==> src/rtl/riscv_core_ctrl.sv <==
// Run-control and boot shell for the pipelined RISC-V core: streams the program
// image into IMEM, holds the core in reset, then runs/halts/steps it.
// Optional watchdog: define RISCV_CTRL_WATCHDOG_EN.
module riscv_core_ctrl #(
  parameter int XLEN       = 32,
  parameter int IMEM_AW    = 10,
  parameter int RST_HOLD   = 4,
  parameter int CNT_W      = 32,
  parameter int WDT_CYCLES = 1024
) (
  input  logic               clk,
  input  logic               rst,
  input  logic               load_valid,
  output logic               load_ready,
  input  logic [XLEN-1:0]    load_data,
  input  logic               load_last,
  output logic               imem_we,
  output logic [IMEM_AW-1:0] imem_addr,
  output logic [XLEN-1:0]    imem_wdata,
  output logic               core_rst,
  output logic               core_en,
  input  logic               core_retire,
  input  logic               halt_req,
  input  logic               resume_req,
  input  logic               step_req,
  output logic               halted,
  output logic               running,
  output logic               load_err,
  output logic               wdt_fired,
  output logic [CNT_W-1:0]   cycle_cnt,
  output logic [CNT_W-1:0]   instret_cnt
);

  localparam int HOLD_W = (RST_HOLD > 1) ? $clog2(RST_HOLD) : 1;
  localparam logic [IMEM_AW-1:0] PTR_MAX = {IMEM_AW{1'b1}};
  localparam logic [HOLD_W-1:0]  HOLD_LAST = HOLD_W'(RST_HOLD - 1);

  if (RST_HOLD < 1 || WDT_CYCLES < 1) begin : g_bad_cfg
    $error("riscv_core_ctrl: RST_HOLD and WDT_CYCLES must be >= 1");
  end

  typedef enum logic [2:0] {
    ST_LOAD = 3'd0,
    ST_HOLD = 3'd1,
    ST_RUN  = 3'd2,
    ST_HALT = 3'd3,
    ST_STEP = 3'd4
  } state_e;

  state_e             state_q, state_d;
  logic [IMEM_AW-1:0] ptr_q, ptr_d;
  logic [HOLD_W-1:0]  hold_cnt_q, hold_cnt_d;
  logic               imem_we_q, imem_we_d;
  logic [IMEM_AW-1:0] imem_addr_q, imem_addr_d;
  logic [XLEN-1:0]    imem_wdata_q, imem_wdata_d;
  logic               core_rst_q, core_rst_d;
  logic               core_en_q, core_en_d;
  logic               halted_q, halted_d;
  logic               running_q, running_d;
  logic               load_err_q, load_err_d;
  logic [CNT_W-1:0]   cycle_cnt_q, cycle_cnt_d;
  logic [CNT_W-1:0]   instret_cnt_q, instret_cnt_d;
  logic               accept_s;
  logic               wdt_hit_s;
  logic               wdt_fired_d;

`ifdef RISCV_CTRL_WATCHDOG_EN
  localparam int WDT_W = (WDT_CYCLES > 1) ? $clog2(WDT_CYCLES) : 1;
  localparam logic [WDT_W-1:0] WDT_LAST = WDT_W'(WDT_CYCLES - 1);

  logic [WDT_W-1:0] wdt_cnt_q, wdt_cnt_d;
  logic             wdt_fired_q;

  // Watchdog counter: counts consecutive non-retiring RUN cycles, idle at zero elsewhere.
  always_comb begin
    wdt_cnt_d = '0;
    wdt_hit_s = 1'b0;
    if (state_q == ST_RUN && !core_retire) begin
      wdt_cnt_d = wdt_cnt_q + WDT_W'(1);
      wdt_hit_s = (wdt_cnt_q == WDT_LAST);
    end else begin
      wdt_cnt_d = '0;
      wdt_hit_s = 1'b0;
    end
  end

  // Watchdog registers.
  always_ff @(posedge clk) begin
    if (rst) begin
      wdt_cnt_q   <= '0;
      wdt_fired_q <= 1'b0;
    end else begin
      wdt_cnt_q   <= wdt_cnt_d;
      wdt_fired_q <= wdt_fired_d;
    end
  end

  assign wdt_fired = wdt_fired_q;
`else
  assign wdt_hit_s = 1'b0;
  assign wdt_fired = 1'b0;
`endif

  assign accept_s   = load_valid & load_ready;
  assign load_ready = (state_q == ST_LOAD) & ~rst;

  // Next-state, boot write path and counters.
  always_comb begin
    state_d       = state_q;
    ptr_d         = ptr_q;
    hold_cnt_d    = hold_cnt_q;
    imem_we_d     = 1'b0;
    imem_addr_d   = imem_addr_q;
    imem_wdata_d  = imem_wdata_q;
    load_err_d    = load_err_q;
    wdt_fired_d   = wdt_fired;
    cycle_cnt_d   = core_en_q ? cycle_cnt_q + CNT_W'(1) : cycle_cnt_q;
    instret_cnt_d = (core_en_q && core_retire) ? instret_cnt_q + CNT_W'(1) : instret_cnt_q;

    case (state_q)
      ST_LOAD: begin
        if (accept_s) begin
          imem_we_d    = 1'b1;
          imem_addr_d  = ptr_q;
          imem_wdata_d = load_data;
          // The pointer saturates at the top word; an unterminated image there is an overflow.
          if (ptr_q != PTR_MAX) begin
            ptr_d = ptr_q + IMEM_AW'(1);
          end else begin
            ptr_d = ptr_q;
          end
          if (load_last) begin
            state_d = ST_HOLD;
          end else if (ptr_q == PTR_MAX) begin
            load_err_d = 1'b1;
            state_d    = ST_HOLD;
          end else begin
            state_d = ST_LOAD;
          end
        end else begin
          state_d = ST_LOAD;
        end
      end
      ST_HOLD: begin
        if (hold_cnt_q == HOLD_LAST) begin
          state_d = ST_RUN;
        end else begin
          hold_cnt_d = hold_cnt_q + HOLD_W'(1);
        end
      end
      ST_RUN: begin
        if (halt_req || wdt_hit_s) begin
          state_d = ST_HALT;
        end else begin
          state_d = ST_RUN;
        end
        if (wdt_hit_s) begin
          wdt_fired_d = 1'b1;
        end else begin
          wdt_fired_d = wdt_fired;
        end
      end
      ST_HALT: begin
        if (resume_req) begin
          state_d     = ST_RUN;
          wdt_fired_d = 1'b0;
        end else if (step_req) begin
          state_d = ST_STEP;
        end else begin
          state_d = ST_HALT;
        end
      end
      ST_STEP: begin
        if (core_retire) begin
          state_d = ST_HALT;
        end else begin
          state_d = ST_STEP;
        end
      end
      default: begin
        state_d = ST_LOAD;
      end
    endcase

    // Entering HOLD starts a fresh run: hold timer and performance counters restart.
    if (state_d == ST_HOLD && state_q != ST_HOLD) begin
      hold_cnt_d    = '0;
      cycle_cnt_d   = '0;
      instret_cnt_d = '0;
    end else begin
      hold_cnt_d    = hold_cnt_d;
    end

    core_rst_d = (state_d == ST_LOAD) || (state_d == ST_HOLD);
    core_en_d  = (state_d == ST_RUN) || (state_d == ST_STEP);
    running_d  = (state_d == ST_RUN);
    halted_d   = (state_d == ST_HALT);
  end

  // State and registered outputs.
  always_ff @(posedge clk) begin
    if (rst) begin
      state_q       <= ST_LOAD;
      ptr_q         <= '0;
      hold_cnt_q    <= '0;
      imem_we_q     <= 1'b0;
      imem_addr_q   <= '0;
      imem_wdata_q  <= '0;
      core_rst_q    <= 1'b1;
      core_en_q     <= 1'b0;
      halted_q      <= 1'b0;
      running_q     <= 1'b0;
      load_err_q    <= 1'b0;
      cycle_cnt_q   <= '0;
      instret_cnt_q <= '0;
    end else begin
      state_q       <= state_d;
      ptr_q         <= ptr_d;
      hold_cnt_q    <= hold_cnt_d;
      imem_we_q     <= imem_we_d;
      imem_addr_q   <= imem_addr_d;
      imem_wdata_q  <= imem_wdata_d;
      core_rst_q    <= core_rst_d;
      core_en_q     <= core_en_d;
      halted_q      <= halted_d;
      running_q     <= running_d;
      load_err_q    <= load_err_d;
      cycle_cnt_q   <= cycle_cnt_d;
      instret_cnt_q <= instret_cnt_d;
    end
  end

  assign imem_we     = imem_we_q;
  assign imem_addr   = imem_addr_q;
  assign imem_wdata  = imem_wdata_q;
  assign core_rst    = core_rst_q;
  assign core_en     = core_en_q;
  assign halted      = halted_q;
  assign running     = running_q;
  assign load_err    = load_err_q;
  assign cycle_cnt   = cycle_cnt_q;
  assign instret_cnt = instret_cnt_q;

endmodule

==> config.mk <==
export PLATFORM = sky130hd
export DESIGN_NAME = riscv_core_ctrl
export DESIGN_NICKNAME = d
export VERILOG_FILES = /design/src/rtl/riscv_core_ctrl.sv
export SDC_FILE = /design/constraint.sdc
export NUM_CORES = 1
export LEC_CHECK = 0
export CAP_MARGIN = 10
export CORE_UTILIZATION = 35
export DETAILED_ROUTE_END_ITERATION = 12
export GPL_TIMING_DRIVEN = 0
export SETUP_SLACK_MARGIN = 0.15
export SYNTH_ARGS = -nofsm -noshare
export SYNTH_HDL_FRONTEND = slang
export SYNTH_SLANG_ARGS = --single-unit
==> constraint.sdc <==
create_clock -name clk -period 2 [get_ports clk]
set_input_delay 0.6 -clock clk [delete_from_list [all_inputs] [get_ports clk]]
set_output_delay 0.6 -clock clk [all_outputs]
set_load 0.1 [all_outputs]
Word level (Yosys, flattened, before mapping) --
Index checks and enable logic that the tools add are counted.
Word-level totals: register bits after elaboration 127, input port bits 40
Cells by class: equal/unequal tests 12, bitwise gates (word level) 6, reductions and logical operators 12, mux-type cells 10, add/subtract/negate cells 4
Operators by type and width (count):
- $add A32 B1 Y32 const B | 2
- $mux W3 | 5
- $pmux W3 S5 | 1
- $eq A3 B2 Y1 const B | 4
- $add A10 B1 Y10 const B | 1
- $eq A10 B10 Y1 const B | 1
- $ne A10 B10 Y1 const B | 1
- $eq A3 B1 Y1 const B | 2
- $eq A3 B3 Y1 const B | 2
- $logic_not A3 Y1 | 2
- $mux W1 | 4
- $not A1 Y1 | 4
- $reduce_and A2 Y1 | 2
- $reduce_and A4 Y1 | 1
- $reduce_or A2 Y1 | 2
- $ne A3 B1 Y1 const B | 1
- $reduce_and A3 Y1 | 1
- $add A2 B1 Y2 const B | 1
- $and A1 B1 Y1 | 2
- $eq A2 B2 Y1 const B | 1
- $logic_and A1 B1 Y1 | 2
- $logic_or A1 B1 Y1 | 2

Logic depth before layout (Yosys ltp) --
depth in word-level cells 8, gate-level depth with buffers 8

Least setup slack after synthesis --
OpenSTA, ideal clock, no wires.
kind input-to-reg, from input port rst, to register cycle_cnt_q[0] (netlist: cycle_cnt[0]), slack -1.633 ns, data arrival time 3.514 ns, stages on the path 7, cells stage by stage nor4_2 -> nand2_1 -> inv_1 -> a21o_1 -> buf_2 -> buf_2 -> nor2_1
Between the ends: longest elaborated chain between the ends 8
Ends and longest elaborated chain:
- from (decl) | RTL line 12 | input logic rst,
- $not A1 Y1 | RTL line 105 | assign load_ready = (state_q == ST_LOAD) & ~rst;
- $and A1 B1 Y1 | RTL line 105
- $and A1 B1 Y1 | RTL line 104 | assign accept_s = load_valid & load_ready;
- $mux W3 | RTL line 122 | if (accept_s) begin
- $pmux W3 S5 | RTL line 120 | case (state_q)
- $eq A3 B1 Y1 | RTL line 186 | if (state_d == ST_HOLD && state_q != ST_HOLD) begin
- $logic_and A1 B1 Y1 | RTL line 186
- $reduce_or A2 Y1 (no line) *
- to (signal assigned) | RTL line 228 | cycle_cnt_q <= cycle_cnt_d;
- to (decl) | RTL line 61 | logic [CNT_W-1:0] cycle_cnt_q, cycle_cnt_d;
Mark *: on every way between the ends. The rest lies on a longest branch, timed or not. A chain may end at the register's enable or synchronous reset.

Final worst setup path --
from register state_q[2], to output port load_ready
Between the ends: longest elaborated chain between the ends 2
Ends and longest elaborated chain:
- from (decl) | RTL line 50 | state_e state_q, state_d;
- from (signal assigned) | RTL line 217 | state_q <= state_d;
- $logic_not A3 Y1 | RTL line 105
- $and A1 B1 Y1 | RTL line 105
- to (decl) | RTL line 14 | output logic load_ready,
No other way between the ends.

==> run_results.csv <==
group,metric,value,unit
timing,period_minus_slack,2020,ps
finish,n_antenna_cell,0,
yosys,ys_ff_latch,127,
outcome,status,"finished, violations left",
timing,fmax,494,MHz
yosys,ys.warnings.count,0,
placement,post-place-cells,986,
cts,numCtsBuffers,17,
placement,dpl_cell_area,7380,um2
yosys,synth_area_leaders,"dfxtp_1 47%, a21oi_1 7.9%, nand2_1 7.8%",
global_routing,grt_antenna_before_repair,1,
yosys,syn_area,5410,um2
pwr,leakagePower,3.11,nW
yosys,yosysMostFrequentCell,"dfxtp_1",
cts,path_clk_slew,60,ps
route,wl,15.9,mm
route,drt-initial-drc-count,230,
global_routing,grt_pass1_vias,5245,
timing,setup_viol,1,
finish,stdcell_area,8270,um2
global_routing,grt_pass1_wl,25.9,mm
setup_path,cp.arrival,1420,ps
setup_path,critPathKind,"reg2out",
pwr,total_power,0.00638,W
setup_path,r2r-start,"cycle_cnt[11]$_SDFFE_PP0P_",
setup_path,rrSetupSlack,140,ps
floorplanning,rows,45,
floorplanning,dieHeight,126,um
yosys,synth_cells,647,
timing,tightest_slew,584,ps
route,routedWlPerCell,15.1,um
timing,finClkSkew,13.8,ps
yosys,synth-edff-count,0,
timing,layout_setup_ws,-24.2,ps
yosys,ys.flop_type,"dfxtp_1",
setup_path,path_max_fanout,5,
global_routing,grt_max_degree,17,
yosys,synth.distinct_cells,45,
pwr,ir_worst_vdd,0.644,mV
cts,cts_tree,"yes",
global_routing,grt_usage,20.2,%
cts,clk_latency,420,ps
floorplanning,initial_utilization,35.7,%
global_routing,grt-ovfl-total,0,
floorplanning,core_region_area,15100,um2
floorplanning,ios,154,
yosys,synth_top_area_cell,"dfxtp_1",
finish,syn2layout_area_growth,53.0,%
finish,drive_gt1_share,35.9,%
cts,ctsRootBufferMaster,"clkbuf_16",
timing,whs,451,ps
finish,nNetsFinal,898,
timing,slew_headroom,61.0,%
timing,hold_viol,0,
timing,final_max_slew_viol_count,0,
yosys,syn_nets,691,
cts,cts.sinks,127,
setup_path,crit_start,"state_q[2]$_SDFF_PP0_",
route,drtPass1Iterations,4,
timing,post-route-period-util,101,%
yosys,async_reset_ff_share,0,%
finish,layout.cells.non_filler,1055,
floorplanning,die_w,126,um
pwr,p_per_area,771,nW/um2
yosys,synth_common_cells,"127 x dfxtp_1, 113 x nand2_1, 85 x a21oi_1",
setup_path,critPathLaunchType,"flip-flop",
placement,dp_hpwl,10.9,mm
yosys,syn_area_per_cell,8.35,um2
floorplanning,dieArea,15900,um2
job,maxCapViolCount,0,
cts,h-tree-depth,4,
cts,cts_hold_buffers,0,
worst_hold_path,holdCritStartpoint,"imem_wdata[15]$_SDFFE_PP0P_",
yosys,synth_top_area_share,47.0,%
route,vias,5531,
outcome,violations,"setup timing",
timing,grt_setup_unrepaired,"true",
worst_hold_path,hp-class,"reg2reg",
route,drtAntennaViolNets,0,
route,vias_per_cell,5.24,
placement,port_buffers,151,
setup_path,crit_required,1400,ps
setup_path,endpoint_kind,"output pin",
cts,clk_path_buf_depth,2,
yosys,yosysSeqAreaShare,47.0,%
placement,gp_congestion,0.789,
route,remaining_drc_errors,0,
[what timing repair did]
item,4_1_cts,5_1_grt
setup endpoints to repair,233,101
setup buffers,20,15
resized for setup,686,77
cloned,1,1
pin swaps,8,20
endpoints found under the hold margin,0,0
[per-layer routing]
| layer | GRT usage, % | wire length (um) |
|---|---|---|
| met1 | 23.8 | 6870 |
| met2 | 33.8 | 7660 |
| met3 | 7.94 | 1200 |
| met4 | 6.02 | 159 |
| met5 | 0 | 12 |
[cell usage in the layout (no fill, tap or decap), drive strengths merged, types with 24 or more instances in the layout]
master and n:
buf 154, dfxtp 127, nand2 113, a21oi 85, clkbuf 52, nor2 42, clkdlybuf4s50 37, nand3 28
or3 24
[final timing paths]
check / to / cells past startpoint
worst min register to register: imem_wdata[15]$_SDFFE_PP0P_ / 2
worst min-delay path: imem_wdata[15]$_SDFFE_PP0P_ / 2
worst max register to register: cycle_cnt[22]$_SDFFE_PP0P_ / 4
worst max-delay path: load_ready / 2
[area by class of cell]
| cell class | count | area [um2] |
|---|---|---|
| fill | 1405 | 6880 |
| multi-input combinational | 473 | 2990 |
| sequential | 127 | 2630 |
| timing repair buffer | 188 | 1420 |
| clock buffer | 19 | 443 |
| buffer | 36 | 335 |
| tap | 188 | 235 |
| clock inverter | 13 | 164 |
| inverter | 11 | 46.3 |
[critical path: stages (launching register included)]
cell     delay, ps
dfxtp_4        360
nor4_4         370
buf_6          280
[power breakdown]
part	total [W]	leakage, nW	internal, W	switching (W)
clock network	0.00318	0.282	0.00199	0.00119
logic	0.000625	1.78	0.000188	0.000437
registers	0.00257	1.05	0.00255	0.0000239
total	0.00638	3.11	0.00473	0.00165
[registers in the layout, indices dropped and copies added (netlist names), 2 cells and up]
register and count:
cycle_cnt 32, imem_wdata 32, instret_cnt 32, imem_addr 10
ptr_q 10, state_q 3, hold_cnt_q 2
[metrics by stage]
stage,setup TNS [ps],utilization (%),setup WS [ps]
floorplan,-84320,-,-791
global placement,-76430,48.8,-1360
detailed placement,-76770,48.8,-1340
CTS,-91.4,52.3,-91.4
global route,-78.0,54.6,-78.0
finish,-24.2,54.6,-24.2
[cells by family (layout without fill, tap and decap cells)]
kind of cell,Yosys count,after routing,synth area share (%)
simple gates,294,294,28.0
compound gates,141,141,14.7
flops,127,127,47.0
buf+inv,47,267,3.80
xor+xnor,29,29,4.70
fa+ha+maj,4,4,0.926
mux,4,4,0.764
other cells,1,1,0.0694
Note: power is estimated with default switching activity, not from simulation.
